<file path="src/rtl/text_cursor_writer_if.sv">
// rtl/text_cursor_writer_if.sv - byte-in / character-RAM-out bundle for the terminal writer
interface text_cursor_writer_if #(
  parameter int COL_BITS = 5,
  parameter int ROW_BITS = 2
);
  logic [7:0]          rx_data;
  logic                rx_valid;
  logic                rx_ready;
  logic                ram_we;
  logic [ROW_BITS-1:0] ram_row;
  logic [COL_BITS-1:0] ram_col;
  logic [7:0]          ram_wdata;
  logic [ROW_BITS-1:0] cursor_row;
  logic [COL_BITS-1:0] cursor_col;
  logic                overflow;
  logic                clr_ovf;

  modport slave (
    input  rx_data, rx_valid, clr_ovf,
    output rx_ready, ram_we, ram_row, ram_col, ram_wdata,
           cursor_row, cursor_col, overflow
  );

  modport master (
    output rx_data, rx_valid, clr_ovf,
    input  rx_ready, ram_we, ram_row, ram_col, ram_wdata,
           cursor_row, cursor_col, overflow
  );
endinterface

</file>
<file path="src/rtl/text_cursor_writer.sv">
// rtl/text_cursor_writer.sv - turns received bytes into character-RAM writes and tracks the cursor
module text_cursor_writer #(
  parameter int          COL_BITS  = 5,
  parameter int          ROW_BITS  = 2,
  parameter logic [7:0]  FILL_CHAR = 8'h20
) (
  input  logic                   clk,
  input  logic                   reset,
  text_cursor_writer_if.slave    bus
);
  localparam int CELL_BITS = ROW_BITS + COL_BITS;

  localparam logic [0:0] ST_IDLE  = 1'b0;
  localparam logic [0:0] ST_CLEAR = 1'b1;

  localparam logic [CELL_BITS-1:0] ONE_CELL  = 1;
  localparam logic [CELL_BITS-1:0] LAST_CELL = '1;
  localparam logic [ROW_BITS-1:0]  ONE_ROW   = 1;
  localparam logic [COL_BITS-1:0]  COL_ZERO  = '0;

  localparam logic [7:0] CH_BS = 8'h08;
  localparam logic [7:0] CH_LF = 8'h0A;
  localparam logic [7:0] CH_FF = 8'h0C;
  localparam logic [7:0] CH_CR = 8'h0D;

  // Cursor, write address and sweep index are linear cell numbers {row, col},
  // so advancing, stepping back and wrapping fall out of plain +1 / -1.
  logic [0:0]           state_q,    state_d;
  logic [CELL_BITS-1:0] cur_q,      cur_d;
  logic [CELL_BITS-1:0] sweep_q,    sweep_d;
  logic [CELL_BITS-1:0] addr_q,     addr_d;
  logic [7:0]           wdata_q,    wdata_d;
  logic                 we_q,       we_d;
  logic                 rx_ready_q, rx_ready_d;
  logic                 ovf_q,      ovf_d;

  logic                 accept;
  logic [ROW_BITS-1:0]  cur_row;

  assign accept  = bus.rx_valid && rx_ready_q;
  assign cur_row = cur_q[CELL_BITS-1:COL_BITS];

  always_comb begin
    state_d    = state_q;
    cur_d      = cur_q;
    sweep_d    = sweep_q;
    addr_d     = addr_q;
    wdata_d    = wdata_q;
    we_d       = 1'b0;
    rx_ready_d = rx_ready_q;
    // Set term last so a dropped byte wins over a same-cycle clear.
    ovf_d      = (ovf_q && !bus.clr_ovf) || (bus.rx_valid && !rx_ready_q);

    case (state_q)
      ST_IDLE: begin
        if (accept) begin
          if (bus.rx_data >= 8'h20 && bus.rx_data <= 8'h7E) begin
            we_d    = 1'b1;
            addr_d  = cur_q;
            wdata_d = bus.rx_data;
            cur_d   = cur_q + ONE_CELL;
          end else begin
            case (bus.rx_data)
              CH_CR: cur_d = {cur_row, COL_ZERO};
              CH_LF: cur_d = {cur_row + ONE_ROW, COL_ZERO};
              CH_BS: begin
                if (cur_q != '0) begin
                  we_d    = 1'b1;
                  addr_d  = cur_q - ONE_CELL;
                  wdata_d = FILL_CHAR;
                  cur_d   = cur_q - ONE_CELL;
                end
              end
              CH_FF: begin
                state_d    = ST_CLEAR;
                rx_ready_d = 1'b0;
                sweep_d    = '0;
              end
              default: ;
            endcase
          end
        end
      end

      ST_CLEAR: begin
        we_d    = 1'b1;
        addr_d  = sweep_q;
        wdata_d = FILL_CHAR;
        sweep_d = sweep_q + ONE_CELL;
        if (sweep_q == LAST_CELL) begin
          state_d    = ST_IDLE;
          rx_ready_d = 1'b1;
          cur_d      = '0;
        end
      end

      default: begin
        state_d    = ST_IDLE;
        rx_ready_d = 1'b1;
      end
    endcase
  end

  always_ff @(posedge clk or negedge reset) begin
    if (!reset) begin
      state_q    <= ST_IDLE;
      cur_q      <= '0;
      sweep_q    <= '0;
      addr_q     <= '0;
      wdata_q    <= '0;
      we_q       <= 1'b0;
      rx_ready_q <= 1'b1;
      ovf_q      <= 1'b0;
    end else begin
      state_q    <= state_d;
      cur_q      <= cur_d;
      sweep_q    <= sweep_d;
      addr_q     <= addr_d;
      wdata_q    <= wdata_d;
      we_q       <= we_d;
      rx_ready_q <= rx_ready_d;
      ovf_q      <= ovf_d;
    end
  end

  assign bus.rx_ready   = rx_ready_q;
  assign bus.ram_we     = we_q;
  assign bus.ram_row    = addr_q[CELL_BITS-1:COL_BITS];
  assign bus.ram_col    = addr_q[COL_BITS-1:0];
  assign bus.ram_wdata  = wdata_q;
  assign bus.cursor_row = cur_q[CELL_BITS-1:COL_BITS];
  assign bus.cursor_col = cur_q[COL_BITS-1:0];
  assign bus.overflow   = ovf_q;
endmodule

</file>
<file path="src/flat_wrapper.sv">
// flat-port wrapper written by rule: the top's interface ports become plain ports
module text_cursor_writer_flat 
#(
  parameter int          COL_BITS  = 5,
  parameter int          ROW_BITS  = 2,
  parameter logic [7:0]  FILL_CHAR = 8'h20
)
  (clk, reset, bus_rx_data, bus_rx_valid, bus_clr_ovf, bus_rx_ready, bus_ram_we, bus_ram_row, bus_ram_col, bus_ram_wdata, bus_cursor_row, bus_cursor_col, bus_overflow);
  text_cursor_writer_if #(.COL_BITS(COL_BITS), .ROW_BITS(ROW_BITS)) bus_i ();
  input  logic clk;
  input  logic reset;
  input wire logic [$bits(bus_i.rx_data)-1:0] bus_rx_data;
  input wire logic [$bits(bus_i.rx_valid)-1:0] bus_rx_valid;
  input wire logic [$bits(bus_i.clr_ovf)-1:0] bus_clr_ovf;
  output wire logic [$bits(bus_i.rx_ready)-1:0] bus_rx_ready;
  output wire logic [$bits(bus_i.ram_we)-1:0] bus_ram_we;
  output wire logic [$bits(bus_i.ram_row)-1:0] bus_ram_row;
  output wire logic [$bits(bus_i.ram_col)-1:0] bus_ram_col;
  output wire logic [$bits(bus_i.ram_wdata)-1:0] bus_ram_wdata;
  output wire logic [$bits(bus_i.cursor_row)-1:0] bus_cursor_row;
  output wire logic [$bits(bus_i.cursor_col)-1:0] bus_cursor_col;
  output wire logic [$bits(bus_i.overflow)-1:0] bus_overflow;
  assign bus_i.rx_data = bus_rx_data;
  assign bus_i.rx_valid = bus_rx_valid;
  assign bus_i.clr_ovf = bus_clr_ovf;
  assign bus_rx_ready = bus_i.rx_ready;
  assign bus_ram_we = bus_i.ram_we;
  assign bus_ram_row = bus_i.ram_row;
  assign bus_ram_col = bus_i.ram_col;
  assign bus_ram_wdata = bus_i.ram_wdata;
  assign bus_cursor_row = bus_i.cursor_row;
  assign bus_cursor_col = bus_i.cursor_col;
  assign bus_overflow = bus_i.overflow;
  text_cursor_writer #(.COL_BITS(COL_BITS), .ROW_BITS(ROW_BITS), .FILL_CHAR(FILL_CHAR)) u_core (.clk(clk), .reset(reset), .bus(bus_i));
endmodule
</file>
<file path="config.mk">
export PLATFORM = sky130hd
export DESIGN_NAME = text_cursor_writer_flat
export DESIGN_NICKNAME = d
export VERILOG_FILES = /design/src/rtl/text_cursor_writer_if.sv /design/src/rtl/text_cursor_writer.sv /design/src/flat_wrapper.sv
export SDC_FILE = /design/constraint.sdc
export NUM_CORES = 1
export LEC_CHECK = 0
export CAP_MARGIN = 15
export CORE_MARGIN = 1.5
export CORE_UTILIZATION = 30
export CTS_BUF_LIST = sky130_fd_sc_hd__clkbuf_8 sky130_fd_sc_hd__clkbuf_16
export DETAILED_ROUTE_END_ITERATION = 12
export PLACE_DENSITY_LB_ADDON = 0.08
export SYNTH_ARGS = -nofsm -noshare
export SYNTH_HDL_FRONTEND = slang
export SYNTH_SLANG_ARGS = --single-unit
</file>
<file path="constraint.sdc">
create_clock -name clk -period 4.2 [get_ports clk]
set_input_delay 0.84 -clock clk [delete_from_list [all_inputs] [get_ports clk]]
set_output_delay 0.84 -clock clk [all_outputs]
set_load 0.05 [all_outputs]
</file>
==> After elaboration in Yosys (flattened, before gate mapping) <==
Index checks and enable logic that the tools add are counted.
{ "op_classes": {"muxes": 34, "add_sub_neg": 4, "n_lt_le_gt_ge": 2, "bitwise": 1, "reduce_logical": 13, "n_eq_ne": 15} }
{ "ops": {"columns": ["op", "n"], "rows": [
  ["7-bit two-way mux", 10],
  ["7-bit case mux with 2 select lines", 3],
  ["8-bit by 4-bit == test with 1-bit output (second input constant)", 4],
  ["8-bit two-way mux", 4],
  ["7-bit case mux with 3 select lines", 1],
  ["8-bit case mux with 2 select lines", 1],
  ["7-bit by 1-bit adder with 7-bit output (second input constant)", 2],
  ["1-bit two-way mux", 12],
  ["8-bit by 6-bit >= comparator with 1-bit output (second input constant)", 1],
  ["8-bit by 7-bit less-or-equal comparator with 1-bit output (second input constant)", 1],
  ["4-bit AND reduction", 2],
  ["7-bit == test (second input constant)", 1],
  ["7-bit nonzero test", 1],
  ["7-bit by 1-bit subtractor with 7-bit output (second input constant)", 1],
  ["2-bit inequality test (second input constant)", 3],
  ["3-bit by 2-bit inequality test with 1-bit output (second input constant)", 2],
  ["1-bit case mux with 2 select lines", 3],
  ["3-bit AND reduction", 2],
  ["5-bit by 4-bit inequality test with 1-bit output (second input constant)", 1],
  ["5-bit AND reduction", 1],
  ["1-bit logical AND", 4],
  ["4-bit by 2-bit inequality test with 1-bit output (second input constant)", 1],
  ["4-bit by 3-bit inequality test with 1-bit output (second input constant)", 1],
  ["3-bit by 1-bit inequality test with 1-bit output (second input constant)", 1],
  ["5 further kinds", 6]
]} }
{ "word_totals": {"regBits": 33, "wordCells": 78, "inputBits": 12, "output_inout_bits": 25} }

==> Logic depth before layout (Yosys ltp) <==
Gate-level depths: netlist of run 1.
{ "logic_depth": {"word_depth": 6, "ltp_mapped": 9, "mapped_depth_nobuf": 7} }

==> Least setup slack after synthesis of run 1 <==
No wires, ideal clock.
{ "synth_path": {"path_type": "reg-to-reg", "startpoint": "register u_core.cur_q[4]", "endpoint": "register u_core.cur_q[1]", "setup_slack_ns": 1.781, "period_less_slack_ns": 2.419, "path_buffers": 1, "stages_incl_launch_ff": 7, "t_arrival_ns": 2.294, "setup_ns": 0.125, "required_time_ns": 4.075, "path_cell_list": "dfrtp_1 > buf_6 > or4_4 > or3_4 > o31a_1 > o21ai_4 > mux2_4"} }
{ "synth_between": {"elab_chain_len": 3} }
{ "synth_lines": {"columns": ["element", "line_no", "text"], "rows": [
  ["start: declaration", "text_cursor_writer.sv:29", "logic [CELL_BITS-1:0] cur_q, cur_d;"],
  ["start signal: assignment", "text_cursor_writer.sv:116", "cur_q <= cur_d;"],
  ["7-bit nonzero test", "text_cursor_writer.sv:67", "if (cur_q != '0) begin"],
  ["4-bit by 2-bit inequality test with 1-bit output (no line)", null, null],
  ["4-bit AND reduction (no line)", null, null]
]} }
Every way passes these cells.
A chain may end at the register's enable or synchronous reset.

==> Worst setup path in the final report of run 1 <==
{ "layout_path": {"startpoint": "input bus_rx_data[1]", "endpoint": "register u_core.wdata_q[2], in the netlist u_core.bus.ram_wdata[2]"} }
{ "layout_between": {"elab_chain_len": 5, "word_cells_on_any_way": 10, "cone_classes": "2 x order compare; 3 x eq/ne; 3 x mux; 2 x reduce/logical"} }
{ "layout_lines": {"columns": ["element", "line_no", "text"], "rows": [
  ["start: declaration", "flat_wrapper.sv:12", "input wire logic [$bits(bus_i.rx_data)-1:0] bus_rx_data;"],
  ["8-bit by 6-bit >= comparator with 1-bit output or 8-bit by 7-bit less-or-equal comparator with 1-bit output (tied branches)", "text_cursor_writer.sv:57", "if (bus.rx_data >= 8'h20 && bus.rx_data <= 8'h7E) begin"],
  ["1-bit logical AND", "text_cursor_writer.sv:57", null],
  ["8-bit two-way mux", "text_cursor_writer.sv:57", null],
  ["8-bit two-way mux", "text_cursor_writer.sv:56", "if (accept) begin"],
  ["8-bit case mux with 2 select lines", "text_cursor_writer.sv:54", "case (state_q)"],
  ["end signal: assignment", "text_cursor_writer.sv:119", "wdata_q <= wdata_d;"],
  ["end: declaration", "text_cursor_writer.sv:32", "logic [7:0] wdata_q, wdata_d;"]
]} }
Parallel ways exist; a longest one is shown, timed or not. The select of a mux whose other input is x is not followed.

==> results of run 1 <==
## synth_stat cells (all sizes together) (5+ instances only)
library cell / n / share of area, %
a21oi: 11 / 2.7
and3: 7 / 2.2
inv: 7 / 1.3
nand3: 11 / 2.7
dfrtp: 32 / 40
nor3: 13 / 3.2
o21ai: 19 / 5.3
buf: 5 / 1.6
nand4: 7 / 2.2
clkbuf: 10 / 1.9
a31oi: 5 / 1.6
nand2: 24 / 4.5
nor2: 13 / 2.4
## worst min-delay path, cell delays in order, from the launching register on
cell and delay [ns]:
dfrtp_1 0.35, nor3_1 0.05, nor2_1 0.07
## placed cells by master (no fill, tap or decap), types with 2 or more instances in the layout
master and n:
inv_1 7, a31oi_1 5, mux2i_1 2, o21a_1 3, a21oi_1 11, and3_1 6, nor3_1 13, clkdlybuf4s50_1 36
ha_1 4, o21ai_0 5, clkinv_2 2, o22a_1 2, clkbuf_8 5, o211ai_1 2, buf_4 4, xnor2_1 4
o21ai_1 13, nand2_1 24, nor2_1 13, nand4_1 7, dfrtp_1 32, nand3_1 11, xor2_1 2, o22ai_1 2
o31ai_1 3
## how the worst max path moves through the flow
stage	slack, ns	to	depth (start not counted)	from
2_1_floorplan	1.78	u_core.cur_q[1]	6	u_core.cur_q[4]
3_3_place_gp	0.87	u_core.bus.ram_wdata[0]	7	bus_rx_data[1]
3_5_place_dp	0.85	u_core.bus.ram_wdata[0]	7	bus_rx_data[1]
4_1_cts	1.11	u_core.bus.ram_wdata[0]	7	bus_rx_data[1]
5_1_grt	0.90	u_core.bus.ram_wdata[0]	7	bus_rx_data[1]
6_report	1.11	u_core.bus.ram_wdata[2]	7	bus_rx_data[1]
## layer usage
layer	wire [um]	global-route usage, %	up-vias
li1	-	-	882
met1	2815	22.79	896
met2	2707	26.04	43
met3	275	3.245	2
met4	29	4.024	0
met5	0	0	-
## power breakdown
part | switching, W | internal (W)
combinational | 0.0000332 | 0.0000231
sequential | 0.00000193 | 0.000319
clock | 0.000126 | 0.000114
## flip-flops by register name (all words and copies together), names as in the netlist
signal and count:
u_core.bus.ram_wdata 8, u_core.sweep_q 7, u_core.addr_q 7, u_core.bus.overflow 1, u_core.bus.rx_ready 1, u_core.cur_q 7, u_core.bus.ram_we 1, u_core.state_q 1
## cells by family (layout without fill, tap and decap cells)
kind of cell,Yosys count,after routing
mux,5,5
fa+ha+maj,4,4
flops,33,33
simple gates,88,88
xor+xnor,6,6
buf+inv,23,56
compound gates,64,64
## through the flow
step / std cells / utilization, % / hold slack (ns)
3_3_place_gp: 325 / 37.72 / 0.4992
5_1_grt: 333 / 39.06 / 0.5428
2_1_floorplan: 223 / - / 0.4773
4_1_cts: 333 / 39.06 / 0.5222
3_5_place_dp: 325 / 37.72 / 0.5021
6_report: 333 / 39.06 / 0.5122
## final cells by class
cell class	instances	area, um^2
Inverter	8	30.03
Fill cell	659	3914
Tap cell	77	96.34
Clock buffer	5	68.82
Clock inverter	3	17.52
Timing Repair Buffer	40	390.4
Multi-Input combinational cell	167	1079
Sequential cell	33	827.0
==> reports/metrics.json, run 1 <==
{
  "run_status": "finished with violations",
  "failing_checks": "DRC",
  "syn2layout_area_growth_pct": 25.08,
  "dpl_worst_slack_ns": 0.8521,
  "worst_skew_pair.late_latency_ns": 0.29,
  "placement.cell_area_um2": 2422,
  "placeableCoreArea_um2": 6422,
  "critPathArrivalTime_ns": 3.30,
  "grt_setup_unrepaired": "false",
  "layout.nets": 271,
  "final_setup_violation_count": 0,
  "power_density_nw_per_um2": 246.2,
  "layout_worst_path_cycle_share_pct": 73.56,
  "grt_antenna_before_repair": 0,
  "detailedPlacementHpwl_mm": 3.949,
  "finalHoldViolations": 0,
  "worst_tran_pin_value_ns": 0.7170,
  "number_of_max_cap_violations": 0,
  "wirelength_mm": 5.828,
  "syn-instance-count": 223,
  "detailed_router_iteration_count_before_antenna_repair": 10,
  "vias": 1823,
  "cts_htree_levels": 2,
  "die_area_um2": 7185,
  "io_buffer_count": 36,
  "grt_overflow_total": 0,
  "final.setup_skew_ns": 0.008620,
  "cp_slowest_cell": "a21oi_1",
  "setup.worst_path.class": "in2reg",
  "post_cts_resized": 0,
  "number_of_global_route_vias_before_repair": 1678,
  "gp_routability_congestion": 0.7187,
  "synthAdderAreaFrac_pct": 2.495,
  "groute.usage.overall_pct": 16.33,
  "cts-root-buf": "clkbuf_8",
  "cts.repair_timing.setup_buffer_count": 0,
  "share_of_the_synthesized_area_in_compound_gates_ao_oa_aoi_oai_pct": 22.40,
  "static-leakage-power_nw": 1.046,
  "fmax_mhz": 323.7,
  "max-slew-margin-rel_pct": 52.20,
  "clock_tree.buffer_depth": 2,
  "reg2regPathDepth": 5,
  "cts_tree": "yes",
  "worst-r2r-setup-slack_ns": 1.79,
  "startpoint_type": "primary input",
  "grt_start_max_net_pins": 34,
  "final_area_um2": 2509,
  "cts_num_sinks": 33,
  "drt_drc_violations_left": 3,
  "timing.critical_path.max_delay_family": "compound AO/OA/AOI/OAI gates",
  "diodes": 0,
  "worstPathBufferInverterCount": 2,
  "sum_of_internal_switching_and_leakage_power_w": 0.0006175,
  "wl_per_cell_um": 17.50,
  "synth_xor_area_share_pct": 2.620,
  "tritoncts.num_buffers": 5,
  "vdd_drop_max_v": 0.0001308,
  "r2r_end": "u_core.addr_q[4]",
  "whs_endpoint": "u_core.addr_q[0]",
  "ant_nets_after_route": 0,
  "initial_core_util_pct": 31.23,
  "floorplan.rows": 29,
  "rr_startpoint": "u_core.cur_q[2]",
  "syn_area_um2": 2006,
  "timing.critical_path.fanout_max": 7,
  "yosysWarnings": 0,
  "min_path_type": "reg2reg",
  "slew_viol_final": 0,
  "clkTransAtPathRegs_ns": 0.08,
  "number_of_buffers_inserted_for_hold_repair_after_clock_tree_synthesis": 0,
  "worstPathRequired_ns": 4.41,
  "synth_edf_count": 0,
  "register_area_share_after_synthesis_pct": 41.24,
  "layout_setup_ws_ns": 1.110,
  "async_reset_ff_share_pct": 100.0,
  "die-height_um": 84.77,
  "min_period_ns": 3.090,
  "wire_length_of_the_first_global_routing_pass_mm": 9.059,
  "synth_top_family_by_area": "simple AND/OR/NAND/NOR gates",
  "via_per_inst": 5.474,
  "worstHoldStart": "u_core.addr_q[0]",
  "synthesis.area_per_instance_um2": 8.994,
  "critical_path.max_stage_delay_ns": 0.60,
  "fin_setup_tns_ns": 0,
  "synth_nets": 239,
  "yosys.area_share.simple_pct": 23.39,
  "first_iter_violations": 90,
  "worst_hold_path.num_cells": 2,
  "synth-seq-cells": 33,
  "endpoint_kind": "flop",
  "ys_types": 63,
  "cp_cell_instances": "clkdlybuf4s50_1 -> nor4b_2 -> o311ai_2 -> a21oi_1 -> buf_4 -> nand3_1 -> a21oi_1",
  "cp_common_cell": "a21oi_1",
  "share_of_layout_cells_above_drive_strength_1_pct": 10.16,
  "synth-main-ff-cell": "dfrtp_1",
  "synthMuxAreaShare_pct": 2.870,
  "fp.dieW_um": 84.77,
  "num_io_pins": 37
}
(Power assumes the default switching activity.)
==> inputs of run 2 (changes only) <==
==> constraint.sdc (replaced) <==
create_clock -name clk -period 2.75 [get_ports clk]
set_input_delay 0.55 -clock clk [delete_from_list [all_inputs] [get_ports clk]]
set_output_delay 0.55 -clock clk [all_outputs]
set_load 0.05 [all_outputs]
==> run 2 against run 1 <==
Against the previous run: power increased by 85%; setup slack got worse by 0.72 ns; count of clock-buffer cells in the layout did not move; critical path type unchanged; combinational power is 70% higher; critical path depth decreased by 1; highest routed layer unchanged; flip-flop and latch count stayed put; routed wire length fell by 4.8%; die area unchanged; the run still ends with DRC left; critical endpoint is now u_core.addr_q[4]; cell area rose by 4.9%; cell count increased by 3.0%; clock skew up 0.0013 ns; non-clock buffer count grew 10.
==> reports/metrics.json, run 2 (synthesis gave the netlist of run 1 again) <==
{
  "run_status": "finished with violations",
  "failing_checks": "DRC",
  "io_buffer_count": {"value": 36, "change": "unchanged"},
  "n_fill_cell": {"value": 640, "change": "-2.9%"},
  "first_iter_violations": {"value": 59, "change": "-34%"},
  "cts_tree": "yes",
  "worstHoldStart": "u_core.bus.ram_wdata[6]",
  "floorplan.rows": {"value": 29, "change": "unchanged"},
  "cts_htree_levels": {"value": 2, "change": "unchanged"},
  "rr_startpoint": "u_core.cur_q[3]",
  "sum_of_internal_switching_and_leakage_power": {"value": 0.001141, "unit": "W", "change": "+85%"},
  "wire_length_of_the_first_global_routing_pass": {"value": 9.335, "unit": "mm", "change": "+3.0%"},
  "final.setup_skew": {"value": 0.009935, "unit": "ns", "change": "+0.001315 ns"},
  "finalHoldViolations": {"value": 0, "change": "unchanged"},
  "wl_per_cell": {"value": 16.18, "unit": "um", "change": "-7.5%"},
  "cts-root-buf": "clkbuf_8",
  "layout_worst_path_cycle_share_pct": 85.85,
  "r2r_end": "u_core.cur_q[1]",
  "placement.cell_area": {"value": 2497, "unit": "um^2", "change": "+3.1%"},
  "fp.dieW": {"value": 84.77, "unit": "um", "change": "unchanged"},
  "diodes": {"value": 0, "change": "unchanged"},
  "number_of_buffers_inserted_for_hold_repair_after_clock_tree_synthesis": {"value": 0, "change": "unchanged"},
  "static-leakage-power": {"value": 1.121, "unit": "nW", "change": "+7.1%"},
  "fmax_mhz": 423.6,
  "startpoint_type": "primary input",
  "die-height": {"value": 84.77, "unit": "um", "change": "unchanged"},
  "die_area": {"value": 7185, "unit": "um^2", "change": "unchanged"},
  "worst-r2r-setup-slack": {"value": 0.52, "unit": "ns", "change": "-1.27 ns"},
  "groute.usage.overall": {"value": 16.52, "unit": "%", "change": "+0.19 points"},
  "endpoint_kind": "flop",
  "number_of_flip_flops_in_the_largest_register": {"value": 8, "change": "unchanged"},
  "worst_skew_pair.late_latency": {"value": 0.29, "unit": "ns", "change": "about the same"},
  "initial_core_util": {"value": 31.23, "unit": "%", "change": "unchanged"},
  "fin_setup_tns": {"value": 0, "unit": "ns", "change": "unchanged"},
  "reg2regPathDepth": {"value": 5, "change": "unchanged"},
  "num_io_pins": {"value": 37, "change": "unchanged"},
  "final_setup_violation_count": {"value": 0, "change": "unchanged"},
  "clock_tree.buffer_depth": {"value": 2, "change": "unchanged"},
  "min_period_ns": 2.361,
  "worst_hold_path.num_cells": {"value": 2, "change": "unchanged"},
  "hold-worst-slack": {"value": 0.5259, "unit": "ns", "change": "+0.01372 ns"},
  "detailedPlacementHpwl": {"value": 4.046, "unit": "mm", "change": "+2.5%"},
  "multi_input_area": {"value": 1079, "unit": "um^2", "change": "unchanged"},
  "number_of_global_route_vias_before_repair": {"value": 1792, "change": "+6.8%"},
  "via_per_inst": {"value": 5.309, "change": "-3.0%"},
  "whs_endpoint": "u_core.bus.ram_wdata[6]",
  "setup.worst_path.class": "in2reg",
  "gp_routability_congestion": {"value": 0.7624, "change": "+6.1%"},
  "post_cts_resized": {"value": 0, "change": "unchanged"},
  "grt_setup_unrepaired": "false",
  "layout.nets": {"value": 281, "change": "+3.7%"},
  "grt_antenna_before_repair": {"value": 0, "change": "unchanged"},
  "detailed_router_iteration_count_before_antenna_repair": {"value": 10, "change": "unchanged"},
  "register_area": {"value": 827.0, "unit": "um^2", "change": "unchanged"},
  "power_density": {"value": 433.5, "unit": "nW/um^2", "change": "+76%"},
  "number_of_max_cap_violations": {"value": 0, "change": "unchanged"},
  "max-slew-margin-rel": {"value": 64.85, "unit": "%", "change": "+13 points"},
  "wirelength": {"value": 5.551, "unit": "mm", "change": "-4.8%"},
  "min_path_type": "reg2reg",
  "worst_tran_pin_value": {"value": 0.5248, "unit": "ns", "change": "-0.1922 ns"},
  "grt_start_max_net_pins": {"value": 34, "change": "unchanged"},
  "timing.critical_path.fanout_max": {"value": 10, "change": "+3"},
  "drt_drc_violations_left": {"value": 3, "change": "unchanged"},
  "vias": {"value": 1821, "change": "-0.11%"},
  "vdd_drop_max": {"value": 0.0002438, "unit": "V", "change": "+86%"},
  "critPathArrivalTime": {"value": 2.53, "unit": "ns", "change": "-0.77 ns"},
  "worstPathRequired": {"value": 2.92, "unit": "ns", "change": "-1.49 ns"},
  "final_area": {"value": 2631, "unit": "um^2", "change": "+4.9%"},
  "syn2layout_area_growth_pct": 31.19,
  "clkTransAtPathRegs": {"value": 0.07, "unit": "ns", "change": "about the same"},
  "tritoncts.num_buffers": {"value": 5, "change": "unchanged"},
  "grt_overflow_total": {"value": 0, "change": "unchanged"},
  "layout.cells.most_common": "clkdlybuf4s50_1",
  "most-common-layout-cells": "clkdlybuf4s50_1 (36), dfrtp_1 (32), nand2_1 (24), buf_4 (14)",
  "placeableCoreArea": {"value": 6422, "unit": "um^2", "change": "unchanged"},
  "ant_nets_after_route": {"value": 0, "change": "unchanged"},
  "slew_viol_final": {"value": 0, "change": "unchanged"},
  "share_of_layout_cells_above_drive_strength_1": {"value": 13.53, "unit": "%", "change": "+3.4 points"},
  "cts.repair_timing.setup_buffer_count": {"value": 0, "change": "unchanged"},
  "cts_num_sinks": {"value": 33, "change": "unchanged"}
}
-- run 2: cell types whose count changed in the layout (fill, tap and decap cells not counted), sizes merged --
cell,delta
buf,+10
clkinvlp,-1
bufinv,+2
clkinv,-1
-- run 2: worst max-delay path, stage by stage --
cell             delay [ns]
clkdlybuf4s50_1        0.47
nor4b_2                0.48
o311ai_2               0.22
a21o_2                 0.34
and3_1                 0.20
a221o_1                0.26
-- run 2: power breakdown --
| part | total (W) | switching [W] | internal (W) |
|---|---|---|---|
| combinational | 0.0000957 | 0.0000553 | 0.0000404 |
| clock | 0.000557 | 0.000197 | 0.000360 |
| sequential | 0.000488 | 0.00000122 | 0.000487 |
-- run 2: worst max-delay path by stage --
stage	cells after the start	end	startpoint	slack (ns)
after floorplan	6	u_core.cur_q[1]	u_core.cur_q[4]	0.33
after global placement	6	u_core.addr_q[4]	bus_rx_data[1]	0.12
after detailed placement	6	u_core.addr_q[4]	bus_rx_data[1]	0.08
after CTS	6	u_core.addr_q[4]	bus_rx_data[1]	0.38
after global routing	6	u_core.cur_q[1]	bus_rx_data[6]	0.27
final	6	u_core.addr_q[4]	bus_rx_data[1]	0.39
-- run 2: stage by stage --
| step | std cells | util, % | setup WS [ns] |
|---|---|---|---|
| floorplan | 223 | - | 0.3308 |
| global placement | 335 | 38.89 | 0.1173 |
| detailed placement | 335 | 38.89 | 0.08202 |
| CTS | 343 | 40.97 | 0.3810 |
| global route | 343 | 40.97 | 0.2720 |
| finish | 343 | 40.97 | 0.3893 |
-- run 2: layer usage --
metal	routed length, um	part of all wire (%)	global-route usage, %
met1	2731	49	22.82
met2	2560	46	26.40
met3	204	3.7	3.638
met4	54	0.97	4.024
met5	0	0	0
-- run 2: cell type report --
| type | instances | share of cell area [%] |
|---|---|---|
| Multi-Input combinational cell | 167 | 40.99 |
| Inverter | 8 | 1.141 |
| Clock inverter | 3 | 2.473 |
| Sequential cell | 33 | 31.43 |
| Clock buffer | 5 | 2.615 |
| Tap cell | 77 | 3.661 |
| Timing Repair Buffer | 50 | 17.69 |
